$ cat src/rtl/alu_writeback_stage_pkg.sv
// Shared types and constants for the ALU write-back stage.
// Flag bit positions, flag-mask encodings and the buffered entry record.
package alu_writeback_stage_pkg;

   localparam int FLAG_C = 3;
   localparam int FLAG_V = 2;
   localparam int FLAG_N = 1;
   localparam int FLAG_Z = 0;

   localparam int ENTRY_DATA_W = 8;
   localparam int ENTRY_ADDR_W = 3;

   typedef logic [3:0] flag_mask_t;

   localparam flag_mask_t FMASK_ALL  = 4'hF;
   localparam flag_mask_t FMASK_NZ   = 4'h3;
   localparam flag_mask_t FMASK_NONE = 4'h0;

   typedef struct packed {
      logic [ENTRY_DATA_W-1:0] data;
      logic                    c;
      logic                    v;
      logic                    n;
      logic                    z;
      logic [ENTRY_ADDR_W-1:0] addr;
      logic                    wen;
      flag_mask_t              fmask;
   } wb_entry_t;

   // Bits selected by mask take the new value, the rest keep the old one.
   function automatic flag_mask_t merge_flags(input flag_mask_t old_flags,
                                              input flag_mask_t new_flags,
                                              input flag_mask_t mask);
      return (old_flags & ~mask) | (new_flags & mask);
   endfunction

endpackage

$ cat src/rtl/alu_writeback_stage_wb_fifo.sv
// Generic in-order synchronous FIFO; full/empty derived from the occupancy count.
// Head data is read straight from registered storage at the read pointer.
module wb_fifo #(
   parameter int DEPTH = 2,
   parameter int W     = 8
) (
   input  logic                     clk,
   input  logic                     rst_n,
   input  logic                     push,
   input  logic                     pop,
   input  logic [W-1:0]             wdata,
   output logic [W-1:0]             rdata,
   output logic [$clog2(DEPTH):0]   count,
   output logic                     full,
   output logic                     empty
);

   localparam int PTR_W = $clog2(DEPTH);
   localparam int CNT_W = PTR_W + 1;

   logic [W-1:0]     mem [DEPTH];
   logic [PTR_W-1:0] wr_ptr;
   logic [PTR_W-1:0] rd_ptr;
   logic             do_push;
   logic             do_pop;

   assign full    = (count == CNT_W'(DEPTH));
   assign empty   = (count == '0);
   assign do_push = push & ~full;
   assign do_pop  = pop & ~empty;
   assign rdata   = mem[rd_ptr];

   // Pointers wrap naturally because DEPTH is a power of two.
   always_ff @(posedge clk or negedge rst_n) begin
      if (!rst_n) begin
         wr_ptr <= '0;
         rd_ptr <= '0;
         count  <= '0;
         for (int i = 0; i < DEPTH; i++) mem[i] <= '0;
      end else begin
         if (do_push) begin
            mem[wr_ptr] <= wdata;
            wr_ptr      <= wr_ptr + PTR_W'(1);
         end
         if (do_pop) rd_ptr <= rd_ptr + PTR_W'(1);
         case ({do_push, do_pop})
            2'b10:   count <= count + CNT_W'(1);
            2'b01:   count <= count - CNT_W'(1);
            default: count <= count;
         endcase
      end
   end

endmodule

$ cat src/rtl/alu_writeback_stage.sv
// Buffers ALU results ahead of the register-file write port and retires
// them in order, updating the architected C/V/N/Z status register on retire.
module alu_writeback_stage
   import alu_writeback_stage_pkg::*;
#(
   parameter int DATA_W = ENTRY_DATA_W,
   parameter int ADDR_W = ENTRY_ADDR_W,
   parameter int DEPTH  = 2
) (
   input  logic                     clk,
   input  logic                     rst_n,
   input  logic                     in_valid,
   output logic                     in_ready,
   input  logic [DATA_W-1:0]        in_y,
   input  logic                     in_c,
   input  logic                     in_v,
   input  logic                     in_n,
   input  logic                     in_z,
   input  logic [ADDR_W-1:0]        in_addr,
   input  logic                     in_wen,
   input  logic [3:0]               in_fmask,
   output logic                     wb_valid,
   input  logic                     wb_ready,
   output logic                     wb_we,
   output logic [ADDR_W-1:0]        wb_addr,
   output logic [DATA_W-1:0]        wb_data,
   output logic [3:0]               flags,
   output logic [$clog2(DEPTH):0]   count
);

   wb_entry_t  in_entry;
   wb_entry_t  head;
   flag_mask_t head_flags;
   logic       push;
   logic       pop;
   logic       full;
   logic       empty;

   assign in_entry = '{data: in_y, c: in_c, v: in_v, n: in_n, z: in_z,
                       addr: in_addr, wen: in_wen, fmask: in_fmask};

   // Handshakes: a transfer happens on a side exactly when its valid and ready
   // are both high at the rising edge; in_ready depends only on occupancy,
   // never on wb_ready, so no combinational path runs between the two sides.
   assign in_ready = ~full;
   assign wb_valid = ~empty;
   assign push     = in_valid & in_ready;
   assign pop      = wb_valid & wb_ready;

   wb_fifo #(
      .DEPTH (DEPTH),
      .W     ($bits(wb_entry_t))
   ) u_fifo (
      .clk   (clk),
      .rst_n (rst_n),
      .push  (push),
      .pop   (pop),
      .wdata (in_entry),
      .rdata (head),
      .count (count),
      .full  (full),
      .empty (empty)
   );

   assign wb_addr = head.addr;
   assign wb_data = head.data;
   assign wb_we   = pop & head.wen;

   always_comb begin
      head_flags         = '0;
      head_flags[FLAG_C] = head.c;
      head_flags[FLAG_V] = head.v;
      head_flags[FLAG_N] = head.n;
      head_flags[FLAG_Z] = head.z;
   end

   // The status register only changes when an entry retires.
   always_ff @(posedge clk or negedge rst_n) begin
      if (!rst_n) flags <= '0;
      else if (pop) flags <= merge_flags(flags, head_flags, head.fmask);
   end

endmodule

$ cat config.mk
export PLATFORM = sky130hd
export DESIGN_NAME = alu_writeback_stage
export DESIGN_NICKNAME = d
export VERILOG_FILES = /design/src/rtl/alu_writeback_stage_pkg.sv /design/src/rtl/alu_writeback_stage_wb_fifo.sv /design/src/rtl/alu_writeback_stage.sv
export SDC_FILE = /design/constraint.sdc
export NUM_CORES = 1
export LEC_CHECK = 0
export BUFFER_PORTS_ARGS = -buffer_cell sky130_fd_sc_hd__buf_2
export CAP_MARGIN = 25
export CORE_ASPECT_RATIO = 0.8
export CORE_UTILIZATION = 59
export DETAILED_ROUTE_END_ITERATION = 16
export GPL_TIMING_DRIVEN = 0
export PLACE_DENSITY = 0.9
export SYNTH_ARGS = -nofsm -noshare
export SYNTH_HDL_FRONTEND = slang
export SYNTH_SLANG_ARGS = --single-unit
export TNS_END_PERCENT = 5
$ cat constraint.sdc
create_clock -name clk -period 3.1 [get_ports clk]
set_input_delay 0.465 -clock clk [delete_from_list [all_inputs] [get_ports clk]]
set_output_delay 0.465 -clock clk [all_outputs]
set_load 0.005 [all_outputs]
Word-level counts from Yosys, hierarchy flattened --
Index checks and enable logic that the tools add are counted.
Storage, ports and cells: logic and storage cells 39, input bits 24, register bits after elaboration 48, output and inout port bits 20
Operators by class: muxes and demuxes 7, order comparisons 3, equality and inequality tests 3, reduce and logical (&&, ||, !) cells 3, add/subtract/negate cells 4, bitwise logic cells 13
Operators by type and width (number):
- 20-bit two-way mux | 4
- 40-bit bitwise mux | 1
- 20-bit demux with 1-bit select | 1
- 4-bit AND | 2
- 1-bit AND | 5
- 2-bit == test (second input constant) | 2
- 2-bit greater-or-equal comparator (second input constant) | 2
- 1-bit NOT with 2-bit output | 2
- 4-bit NOT | 1
- 4-bit OR | 1
- 2-bit one-hot mux with 2 select lines | 1
- 1-bit adder (second input constant) | 2
- 2-bit by 1-bit adder with 2-bit output (second input constant) | 1
- 2-bit by 1-bit == test with 1-bit output (second input constant) | 1
- 2-bit logical NOT | 1
- 2-bit by 1-bit < comparator with 1-bit output (second input constant) | 1
- 1-bit NOT | 2
- 2-bit nonzero test | 1
- 2-bit by 1-bit subtractor with 2-bit output (second input constant) | 1
- 1-bit logical AND | 1

Longest topological paths before layout --
depth after elaboration 7, depth in mapped cells 7, depth with buffers taken out 6

Modules after synthesis --
Synthesis repeated with hierarchy kept, for this count alone.
Second synthesis, totals: cells, all modules 141, area total of the unflattened synthesis 2248.4 um^2
Modules (own cells, without submodules):
- wb_fifo | area an instance 2029.4 um^2, sequential area each 1101.1 um^2, times used 1, cells an instance 124
- alu_writeback_stage | area an instance 219.0 um^2, sequential area each 100.1 um^2, times used 1, cells an instance 17

Worst setup path after synthesis --
OpenSTA, ideal clock, no wires.
path type flip-flop to flip-flop, from register u_fifo.count[0], to register u_fifo.count[1], setup time 0.079 ns, data arrival time 1.438 ns, path slack 1.583 ns, period minus slack after synthesis 1.517 ns, required time 3.021 ns, stages on the path, launching flop included 7, buffers on the path 1, path through dfrtp_1 o21ai_0 buf_2 inv_1 ha_1 nor2_1 xor2_1
On the way: cells in the longest elaborated chain, start to end 6, elaborated cells on any way between the ends 14, those cells by class add/sub: 2; eq/ne: 3; mux: 1; bitwise: 6; reduce/logical: 2
Ends and longest elaborated chain:
- from (decl) | RTL line alu_writeback_stage_wb_fifo.sv:13 | output logic [$clog2(DEPTH):0] count,
- from (signal assigned) | RTL line alu_writeback_stage_wb_fifo.sv:47 | 2'b10: count <= count + CNT_W'(1);
- from (signal assigned) | RTL line alu_writeback_stage_wb_fifo.sv:48 | 2'b01: count <= count - CNT_W'(1);
- from (signal assigned) | RTL line alu_writeback_stage_wb_fifo.sv:49 | default: count <= count;
- 2-bit logical NOT * | RTL line alu_writeback_stage_wb_fifo.sv:28 | assign empty = (count == '0);
- 1-bit NOT * | RTL line alu_writeback_stage.sv:46 | assign wb_valid = ~empty;
- 1-bit AND * | RTL line alu_writeback_stage.sv:48 | assign pop = wb_valid & wb_ready;
- net pop | RTL line alu_writeback_stage.sv:35 | logic pop;
- 1-bit AND * | RTL line alu_writeback_stage_wb_fifo.sv:30 | assign do_pop = pop & ~empty;
- 2-bit by 1-bit == test with 1-bit output or 2-bit == test (tied branches) | RTL line alu_writeback_stage_wb_fifo.sv:46 | case ({do_push, do_pop})
- 2-bit one-hot mux with 2 select lines or 2-bit nonzero test (tied branches)
Mark *: on every way through the listed nets, which the timed path passes. The rest lies on a longest branch. A chain may end at the register's enable or synchronous reset.

Worst setup path in the final report --
from register u_fifo.rd_ptr, to output port wb_data[4]
On the way: cells in the longest elaborated chain, start to end 4
Ends and longest elaborated chain:
- from (decl) | RTL line alu_writeback_stage_wb_fifo.sv:23 | logic [PTR_W-1:0] rd_ptr;
- from (signal assigned) | RTL line alu_writeback_stage_wb_fifo.sv:45 | if (do_pop) rd_ptr <= rd_ptr + PTR_W'(1);
- 1-bit NOT with 2-bit output (not written as such) | RTL line alu_writeback_stage_wb_fifo.sv:31 | assign rdata = mem[rd_ptr];
- 20-bit two-way mux (not written as such) (3 in a row) | RTL line alu_writeback_stage_wb_fifo.sv:31
- to (decl) | RTL line alu_writeback_stage.sv:26 | output logic [DATA_W-1:0] wb_data,
No other way between the ends. The select of a mux whose other input is x is not followed.

==> flow_summary.toml <==
[outcome]
outcome = "finished, final reports clean"

[final_layout]
area_delta_synth_final_pct = 16.9
n_antenna_cell = 0
stdcell_count = 232
final_cell_mix = "dfrtp_1, buf_2, mux2_4"
final_nets = 214
layout_commonest_cell = "dfrtp_1"
drive_gt1_frac = 0.595

[floorplanning]
coreArea_um2 = 3540
initial_core_util = 0.639
die_h_um = 57.4
rows = 19
dieArea_um2 = 4090
top_level_ports = 44
fp.dieW_um = 71.2

[setup_path]
cp.depth = 3
crit_required_ps = 2630
crit_fanout = 10
cp_top_family = "buffers and inverters"
crit_path_cell_trace = "buf_2 -> mux2_2 -> buf_2"
end_kind = "output port"
worst_ep_arrival_time_ps = 1490
crit_buf_inv = 2
crit_slowest_cell = "dfrtp_1"
setup.worst_path.class = "flop to output port"
worst_r2r_path_depth = 6
critPathMostFrequentCell = "buf_2"
cp_slowest_stage_delay_ps = 380
crit_path_start_kind = "flop"

[pwr]
power.density_nw_per_um2 = 1110
seqPwrFrac = 0.398
internal_power_w = 0.00200
swShare = 0.315
p_leak_nw = 1.32
power.switching_w = 0.000923
peakVddDrop_v = 0.000584
pwr-share-comb = 0.469
power_frac_clock = 0.133

[clock_network]
htree_levels = 2
cts_sinks = 48
clk-insertion-delay-late_ps = 310
cts_buffer_depth = 2
clk_pin_slew_worst_paths_ps = 90
cts_setup_buffers = 0
cts-root-buf = "clkbuf_8"
cts_made_buffers = 5
cts_tree = "built"
cts_resized = 0
hold_buffers = 0

[detailed_routing]
ant_nets = 0
viasPerCell = 5.49
firstDrtPassIters = 4
drc_errors = 0
drt_iter0_markers = 57
vias = 1274
post_drt_wl_per_cell_um = 18.3
routed_wl_um = 4250

[sta]
min_period_ps = 1950
hold_ws_ps = 55.5
drv_slew = 0
relSlewSlack = 0.759
worst_slew_pin_slew_ps = 362
fin_tns_setup_ps = 0
rsz0062_at_grt = "false"
max_freq_ghz = 0.512
setup_viol = 0
clock_skew_ps = 10.6
finalHoldViolations = 0
finalCritPeriodShare = 0.631

[flow_run]
drv_cap = 0

[synth]
ys_seq_elements = 48
synth_area_um2 = 2260
ys_types = 19
netlist.area_leader.share = 0.531
synth.avg_cell_area_um2 = 16.4
synth_area_leaders = "dfrtp_1, mux2_4, mux2_2"
seq_area_frac_synth = 0.531
yosysTopAreaCell = "dfrtp_1"
synth_cells = 138
syn-num-nets = 163
yosysWarnings = 0

[worst_hold_path]
min_path_type = "primary input to asynchronous set/reset pin"

[global_route]
antenna_found_initial = 0
grt_pass1_vias = 1393
grt_pass1_wl_um = 6960
grt_max_degree = 49
overflow = 0
grt_use_total = 0.232

[placed_design]
dpl.cell_count = 223
port_buffers = 43
gp_congestion = 0.701
hpwl_um = 2960
logic make-up after synthesis:
family,synth area share
adder cells (fa/ha/maj),0.00553
XOR/XNOR,0.0194
AO/OA/AOI/OAI,0.0243
buffers and inverters,0.0359
flip-flops,0.531
multiplexers,0.360
AND/OR/NAND/NOR,0.0238
per-layer routing:
layer  global-route usage  up-vias  routed length (µm)  part of all wire
met5                    0        -                   0                 0
met4               0.0971        0                  84             0.020
met3               0.0636        7                 132             0.031
met2                0.371       28                2140              0.50
met1                0.302      647                1890              0.45
li1                     -      592                   -                 -
path summary, 6_finish.rpt:
path	slack, ps	end	startpoint
max	1150	wb_data[4]	u_fifo.rd_ptr$_DFFE_PN0P_
min	60	u_fifo.mem[11]$_DFFE_PN0P_	rst_n
max reg2reg	1330	u_fifo.count[1]$_DFFE_PN0P_	u_fifo.count[0]$_DFFE_PN0P_
min reg2reg	510	u_fifo.mem[21]$_DFFE_PN0P_	u_fifo.mem[21]$_DFFE_PN0P_
max in group asynchronous	2550	u_fifo.mem[17]$_DFFE_PN0P_	rst_n
min in group clk	400	u_fifo.mem[12]$_DFFE_PN0P_	in_y[0]
flip-flops by register name (all words and copies together) (netlist names), named ones only:
register / count
u_fifo.rd_ptr: 1
u_fifo.count: 2
u_fifo.wr_ptr: 1
u_fifo.mem: 40
stage by stage:
step / instance area (µm²) / total power [W] / setup WS (ps) / util
finish: 2640 / 0.00293 / 1150 / 0.746
global route: 2640 / 0.00309 / 1040 / 0.746
global placement: 2530 / 0.00245 / 1430 / 0.714
detailed placement: 2530 / 0.00254 / 1320 / 0.714
CTS: 2620 / 0.00294 / 1110 / 0.741
floorplan: 2260 / 0.00215 / 1580 / -
synthesized netlist by cell type:
library cell / number
o21ai_0: 5
mux2_2: 11
or2_2: 1
buf_2: 3
nand2_1: 1
dfrtp_1: 48
ha_1: 1
buf_6: 2
xnor2_1: 4
buf_12: 2
o31ai_1: 4
nor2_1: 2
mux2_4: 40
and3b_4: 1
nand2b_4: 1
xor2_1: 1
mux2i_1: 9
inv_1: 1
nand3_2: 1
cell type report:
type	count	area [µm²]
multi-input combinational	82	980
clock buffer	7	86.3
inverter	1	3.75
buffer	7	77.6
clock inverter	1	7.51
tap	42	52.6
sequential	48	1200
fill	209	898
timing repair buffer	44	235
power by group through the flow:
stage	Clock [W]	Sequential, W	Combinational [W]
2_1_floorplan	0	0.00110	0.00105
3_3_place_gp	0	0.00113	0.00132
3_5_place_dp	0	0.00117	0.00137
6_report	0.000389	0.00117	0.00137
5_1_grt	0.000423	0.00119	0.00148
4_1_cts	0.000397	0.00116	0.00139
(Power assumes the default switching activity.)
